## config.mk

```make
export PLATFORM = sky130hd
export DESIGN_NAME = circular_lane_buffer
export DESIGN_NICKNAME = d
export VERILOG_FILES = /design/src/rtl/circular_lane_buffer.sv
export SDC_FILE = /design/constraint.sdc
export NUM_CORES = 1
export LEC_CHECK = 0
export ABC_AREA = 1
export ABC_CLOCK_PERIOD_IN_PS = 2950
export CAP_MARGIN = 30
export CORE_MARGIN = 3
export CORE_UTILIZATION = 55
export CTS_CLUSTER_DIAMETER = 30
export CTS_CLUSTER_SIZE = 20
export DETAILED_ROUTE_END_ITERATION = 8
export PLACE_DENSITY = 0.73
export SYNTH_ARGS = -nofsm -noshare
export SYNTH_HDL_FRONTEND = slang
export SYNTH_SLANG_ARGS = --single-unit
```

## constraint.sdc

```tcl
create_clock -name clk -period 2.95 [get_ports clk]
set_input_delay 0.295 -clock clk [delete_from_list [all_inputs] [get_ports clk]]
set_output_delay 0.295 -clock clk [all_outputs]
set_load 0.005 [all_outputs]
```

## src/rtl/circular_lane_buffer.sv

```systemverilog
// circular_lane_buffer
//   LANES x DEPTH word store. A single write port loads it one word at a time.
//   A read sequencer returns one entry from every lane in parallel on each
//   accepted read_en. It walks entries 0..len-1 and then either wraps
//   (circular mode) or stops in DONE (one-shot mode).
//
// Ports
//   clk          single clock, rising edge
//   rst          asynchronous active-low reset (control, pointer, outputs; not storage)
//   wr_en        write strobe; mem[wr_lane][wr_addr] <= wr_data
//   wr_lane      write target lane
//   wr_addr      write target entry
//   wr_data      write data
//   cfg_len      ring length, latched on start (0 or > DEPTH means DEPTH)
//   cfg_oneshot  mode, latched on start (0 circular, 1 one pass)
//   start        begin/restart a read sequence (beats stop and read_en)
//   stop         abort the sequence and return to IDLE
//   read_en      request one read access while running
//   read_data    registered lane words, lane k at [k*DATA_W +: DATA_W]
//   rd_valid     one-cycle pulse: read_data is new
//   rd_last      with rd_valid: the word came from entry len-1
//   read_ptr     entry the next read will access
//   busy         sequencer in RUN
//   done         sequencer in DONE
module circular_lane_buffer #(
    parameter int DATA_W = 16,
    parameter int LANES  = 8,
    parameter int DEPTH  = 8,
    localparam int AW = $clog2(DEPTH),
    localparam int LW = (LANES > 1) ? $clog2(LANES) : 1
) (
    input  logic                    clk,
    input  logic                    rst,
    input  logic                    wr_en,
    input  logic [LW-1:0]           wr_lane,
    input  logic [AW-1:0]           wr_addr,
    input  logic [DATA_W-1:0]       wr_data,
    input  logic [AW:0]             cfg_len,
    input  logic                    cfg_oneshot,
    input  logic                    start,
    input  logic                    stop,
    input  logic                    read_en,
    output logic [LANES*DATA_W-1:0] read_data,
    output logic                    rd_valid,
    output logic                    rd_last,
    output logic [AW-1:0]           read_ptr,
    output logic                    busy,
    output logic                    done
);

    typedef enum logic [1:0] {
        IDLE = 2'd0,
        RUN  = 2'd1,
        DONE = 2'd2
    } state_t;

    localparam logic [AW:0] LEN_FULL = DEPTH[AW:0];
    localparam logic [AW:0] LEN_ONE  = 1;

    // Out-of-range lengths fold to the full ring.
    function automatic logic [AW:0] clamp_len(input logic [AW:0] l);
        if ((l == '0) || (l > LEN_FULL)) begin
            return LEN_FULL;
        end
        return l;
    endfunction

    logic [DATA_W-1:0] mem [LANES][DEPTH];

    state_t        state, state_nxt;
    logic [AW-1:0] ptr_nxt;
    logic [AW:0]   len_q, len_nxt;
    logic          oneshot_q, oneshot_nxt;
    logic          rd_fire_p0;
    logic          at_last_p0;

    assign at_last_p0 = ({1'b0, read_ptr} == (len_q - LEN_ONE));

    // Storage has no reset so a reset mid-run leaves the loaded data intact.
    always_ff @(posedge clk) begin
        if (wr_en && (int'(wr_lane) < LANES)) begin
            mem[wr_lane][wr_addr] <= wr_data;
        end
    end

    // Next-state decode: start beats stop, stop beats a read.
    always_comb begin
        state_nxt   = state;
        ptr_nxt     = read_ptr;
        len_nxt     = len_q;
        oneshot_nxt = oneshot_q;
        rd_fire_p0  = 1'b0;
        if (start) begin
            state_nxt   = RUN;
            ptr_nxt     = '0;
            len_nxt     = clamp_len(cfg_len);
            oneshot_nxt = cfg_oneshot;
        end else if (stop) begin
            state_nxt = IDLE;
        end else if ((state == RUN) && read_en) begin
            rd_fire_p0 = 1'b1;
            if (at_last_p0) begin
                ptr_nxt = '0;
                if (oneshot_q) begin
                    state_nxt = DONE;
                end
            end else begin
                ptr_nxt = read_ptr + 1'b1;
            end
        end
    end

    // Stage p0 -> p1: the read registers mem[*][read_ptr] as it was before
    // any same-edge write, so a colliding write is seen on the next pass.
    always_ff @(posedge clk or negedge rst) begin
        if (!rst) begin
            state     <= IDLE;
            read_ptr  <= '0;
            len_q     <= LEN_FULL;
            oneshot_q <= 1'b0;
            read_data <= '0;
            rd_valid  <= 1'b0;
            rd_last   <= 1'b0;
        end else begin
            state     <= state_nxt;
            read_ptr  <= ptr_nxt;
            len_q     <= len_nxt;
            oneshot_q <= oneshot_nxt;
            rd_valid  <= rd_fire_p0;
            rd_last   <= rd_fire_p0 && at_last_p0;
            if (rd_fire_p0) begin
                for (int k = 0; k < LANES; k++) begin
                    read_data[k*DATA_W +: DATA_W] <= mem[k][read_ptr];
                end
            end
        end
    end

    assign busy = (state == RUN);
    assign done = (state == DONE);

endmodule

```

Word level (Yosys, flattened, before mapping)
Memory sizes are Yosys's and may differ from the RTL's.
Cells that the tools add are included.
{"block": "totals", "out_inout_bits": 135, "word_cells": 75, "reg_bits": 140, "input_bits": 33, "n_memories": 1, "mem_bits_rw": 1024}
{"name": "mem", "words": 8, "word_bits": 128, "rd": 8, "rd_clocked_by_memory_dff": 0, "wr": 1, "line": "68", "source": "logic [DATA_W-1:0] mem [LANES][DEPTH];"}
{"block": "classes", "magnitude_cmp": 4, "n_eq_ne": 4, "muxes": 44, "n_bitwise": 2, "addsub": 2, "n_reduce_logical": 11}
{"cell": "16-bit binary-select mux with 3-bit select", "count": 8}
{"cell": "16-bit 2-to-1 mux", "count": 17}
{"cell": "128-bit 2-to-1 mux", "count": 1}
{"cell": "16-bit demux with 3-bit select", "count": 1}
{"cell": "3-bit 2-to-1 mux", "count": 4}
{"cell": "2-bit 2-to-1 mux", "count": 5}
{"cell": "3-bit nonzero test", "count": 3}
{"cell": "4-bit greater-or-equal comparator, second input constant", "count": 2}
{"cell": "4-bit 2-to-1 mux", "count": 2}
{"cell": "3-bit NOT with 4-bit output", "count": 2}
{"cell": "1-bit 2-to-1 mux", "count": 6}
{"cell": "3-bit by 4-bit equality test with 1-bit output", "count": 1}
{"cell": "4-bit > comparator, second input constant", "count": 1}
{"cell": "4-bit logical NOT", "count": 1}
{"cell": "4-bit by 1-bit less-than comparator with 1-bit output, second input constant", "count": 1}
{"cell": "4-bit by 1-bit subtractor with 4-bit output, second input constant", "count": 1}
{"cell": "3-bit by 1-bit adder with 3-bit output, second input constant", "count": 1}
{"cell": "1-bit logical AND", "count": 3}
{"cell": "3-bit AND reduction", "count": 1}
{"cell": "2-bit by 1-bit equality test with 1-bit output, second input constant", "count": 1}
{"cell": "2-bit equality test, second input constant", "count": 1}
{"cell": "2-bit != test, second input constant", "count": 1}
{"cell": "2-bit AND reduction", "count": 1}
{"cell": "2-bit nonzero test", "count": 1}
{"cell": "1-bit logical OR", "count": 1}

Depth between registers and ports, before layout
{"block": "depth", "ltp_word": 6, "mapped_depth": 11, "ltp_nobuf": 10}

Worst setup path before layout
Ideal clock, no wire load.
{"block": "synth_path", "kind": "input -> register", "startpoint": "in wr_en", "endpoint": "mem mem[0][112] (netlist name), enable pin", "slack_ps": 1175, "t_arrival_ps": 1386, "n_path_buf": 0, "t_required_ps": 2562, "setup_ps": 388, "cell_stages": 4, "path_cell_list": "inv_1 > nor2_1 > nand2_1 > nor2_1"}
{"block": "synth_between", "elab_chain_cells": 2}
{"item": "start, declared", "line": "34", "source": "input logic wr_en,"}
{"item": "1-bit 2-to-1 mux", "line": "81", "source": "if (wr_en && (int'(wr_lane) < LANES)) begin"}
{"item": "128-bit 2-to-1 mux (implied by the code)", "line": "82", "source": "mem[wr_lane][wr_addr] <= wr_data;"}
{"item": "end, declared", "line": "68"}
No other way between the ends.

Worst setup path after layout
{"block": "layout_path", "startpoint": "reg read_ptr[0]", "endpoint": "out read_ptr[0]"}
{"item": "start, declared", "line": "46", "source": "output logic [AW-1:0] read_ptr,"}
{"item": "start signal, assigned", "line": "126", "source": "read_ptr <= ptr_nxt;"}
No word-level cell between the ends.

==> results_dict.tcl <==
set metrics [dict create \
    drive_gt1_frac 0.123 \
    dr.pass1.iters 6 \
    grt_pass1_wl_mm 169 \
    cts_setup_buffers 0 \
    via_count 29000 \
    power_mw 42.4 \
    fin_hold_ws_ns 0.0644 \
    wl_per_cell_um 22.4 \
    rows 104 \
    path_clk_slew_ns 0.06 \
    cts_sinks 1164 \
    min_period_over_period 0.907 \
    dpl_cell_area_um2 48400 \
    ant_nets 0 \
    slew_headroom 0.241 \
    cts_root_buf "clkbuf_16" \
    cts_buffers 175 \
    drv_slew 0 \
    cp-start-kind "register" \
    yosys.cell_types.count 26 \
    fmax_ghz 0.374 \
    cp-end-kind "primary output" \
    powerDensity_nw_per_um2 777 \
    hp-class "input pin to register" \
    place.gp.congestion 0.803 \
    fin_ws_ns 0.273 \
    p_sw_mw 9.76 \
    grt_pass1_vias 28800 \
    synthArstFlopShare 0.120 \
    postCtsResizedCells 0 \
    avgSynthCellArea_um2 13.0 \
    ys_seq_area_frac 0.760 \
    path_delay_family "buffers and inverters" \
    p_leak_nw 19.1 \
    dieArea_um2 85400 \
    pwr-share-clk 0.495 \
    dp.cells 4617 \
    yosys_warnings 0 \
    crit_buf_inv 2 \
    die_w_um 292 \
    min_period_ns 2.68 \
    final_area_um2 54600 \
    track_usage 0.260 \
    drc 0 \
    globalRoute.totalOverflow 0 \
    coreArea_um2 80800 \
    area_growth_pct 21.2 \
    grt_max_degree 211 \
    finalHoldViolations 0 \
    switching_share 0.230 \
    cts_max_level 4 \
    antennaDiodeCount 0 \
    dpl_worst_slack_ns 0.525 \
    synth_edf_count 1024 \
    start_util 0.558 \
    worstPathCellList "buf_12 -> clkdlybuf4s50_1" \
    dp_hpwl_mm 61.0 \
    finalNetCount 3773 \
    cts.path.max_buffers 3 \
    synth_nets 3510 \
    cts_tree "yes" \
    crit_arrival_ns 2.38 \
    ys_ff_latch 1164 \
    clock_latency_ns 0.75 \
    seq_power_share 0.441 \
    viasPerCell 5.85 \
    pwr-share-comb 0.063 \
    wl_mm 111 \
    synthCells 3475 \
    final_common_cell "edfxtp_1" \
    maxCapViolations 0 \
    crit_required_ns 2.65 \
    fin_cells 4952 \
    setup_viol 0 \
    tightest_slew_ns 1.14 \
    p_int_mw 32.7 \
    final_cell_mix "1024 x edfxtp_1, 587 x nor2_1, 408 x o21ai_0, 294 x nand2_1, 256 x o211ai_1" \
    cp_slowest_cell "clkdlybuf4s50_1" \
    path_class "register to primary output" \
    critPathMaxStageDelay_ns 0.63 \
    rsz0062_at_grt "false" \
    path_max_fanout 150 \
    synth_area_um2 45100 \
    ios 168 \
    vdd_drop_max_v 0.000590 \
    fin_tns_setup_ns 0 \
    status "finished clean" \
    fin_util 0.676 \
    die_h_um 292 \
    drt_iter0_drc 3234 \
    antenna_found_initial 0 \
    fin_skew_ns 0.0242 \
    synth-main-ff-cell "edfxtp_1" \
    port_buffers 167 \
]
state kept, by name, indices dropped and copies added (netlist names):
signal,count
read_ptr,3
rd_valid,1
len_q,4
read_data,128
state,2
mem,1024
oneshot_q,1
rd_last,1
path summary, 6_finish.rpt:
check,from,endpoint,slack (ns),cells past startpoint
setup reg to reg,read_ptr[0]$_DFFE_PN0P_,read_data[52]$_DFFE_PN0N_,0.55,5
hold reg to reg,read_data[0]$_DFFE_PN0N_,read_data[0]$_DFFE_PN0N_,0.47,2
min in group asynchronous,rst,read_data[12]$_DFFE_PN0N_,0.17,2
hold / removal,wr_data[8],mem[5][72]$_DFFE_PP_,0.06,1
setup / recovery,read_ptr[0]$_DFFE_PN0P_,read_ptr[0],0.27,2
max in group asynchronous,rst,read_data[64]$_DFFE_PN0N_,2.02,3
worst reg2reg max path: cells and delay by family (launching register included):
kind	cells	cell delay [ns]
AND/OR/NAND/NOR	2	0.29
buffers and inverters	1	0.47
flip-flops	1	0.58
AO/OA/AOI/OAI	2	1.01
synth_stat cells, types with 2 or more instances:
master | n | area, µm²
o211ai_1 | 256 | 1920
clkbuf_1 | 134 | 503
nor2_1 | 587 | 2200
buf_1 | 17 | 63.8
inv_2 | 2 | 7.51
ha_1 | 2 | 25.0
a21oi_1 | 129 | 646
o21ai_1 | 108 | 541
buf_6 | 2 | 22.5
buf_4 | 12 | 90.1
nand2_1 | 294 | 1100
buf_2 | 63 | 315
dfrtp_1 | 139 | 3480
inv_1 | 148 | 556
edfxtp_1 | 1024 | 30700
nand3_1 | 141 | 706
o21ai_0 | 408 | 2040
what timing repair did:
| item | 4_1_cts | 5_1_grt |
|---|---|---|
| hold buffers | 4 | 0 |
| hold endpoints to repair | 105 | 0 |
| setup endpoints to repair | 0 | 0 |
cells by family (layout without fill, tap and decap cells):
kind of cell	Yosys count	after routing	share of synthesized area
AO/OA/AOI/OAI	903	903	0.115
XOR/XNOR	1	1	0.000194
adder cells (fa/ha/maj)	2	2	0.000555
buffers and inverters	379	796	0.0347
flip-flops	1164	1164	0.760
AND/OR/NAND/NOR	1026	1026	0.0898
power by group through the flow:
stage	combinational (mW)	clock (mW)	sequential, mW
6_report	2.69	21.0	18.7
5_1_grt	2.95	22.0	18.8
4_1_cts	2.71	21.2	18.7
3_5_place_dp	2.68	0	19.0
3_3_place_gp	2.62	0	19.0
2_1_floorplan	1.08	0	19.0
layer usage:
layer	track usage	vias to the layer above	share of wire
met2	0.424	1348	0.49
met1	0.352	14200	0.40
li1	-	13200	-
met5	0	-	0
met3	0.0503	229	0.085
met4	0.0981	0	0.030
layout make-up:
type | instances | area [µm²]
Fill cell | 5362 | 26200
Inverter | 151 | 584
Multi-Input combinational cell | 1932 | 9250
Timing Repair Buffer | 314 | 3040
Clock buffer | 194 | 4500
Sequential cell | 1164 | 34300
Clock inverter | 137 | 1640
Tap cell | 1060 | 1330
Note: power is estimated with default switching activity, not from simulation.
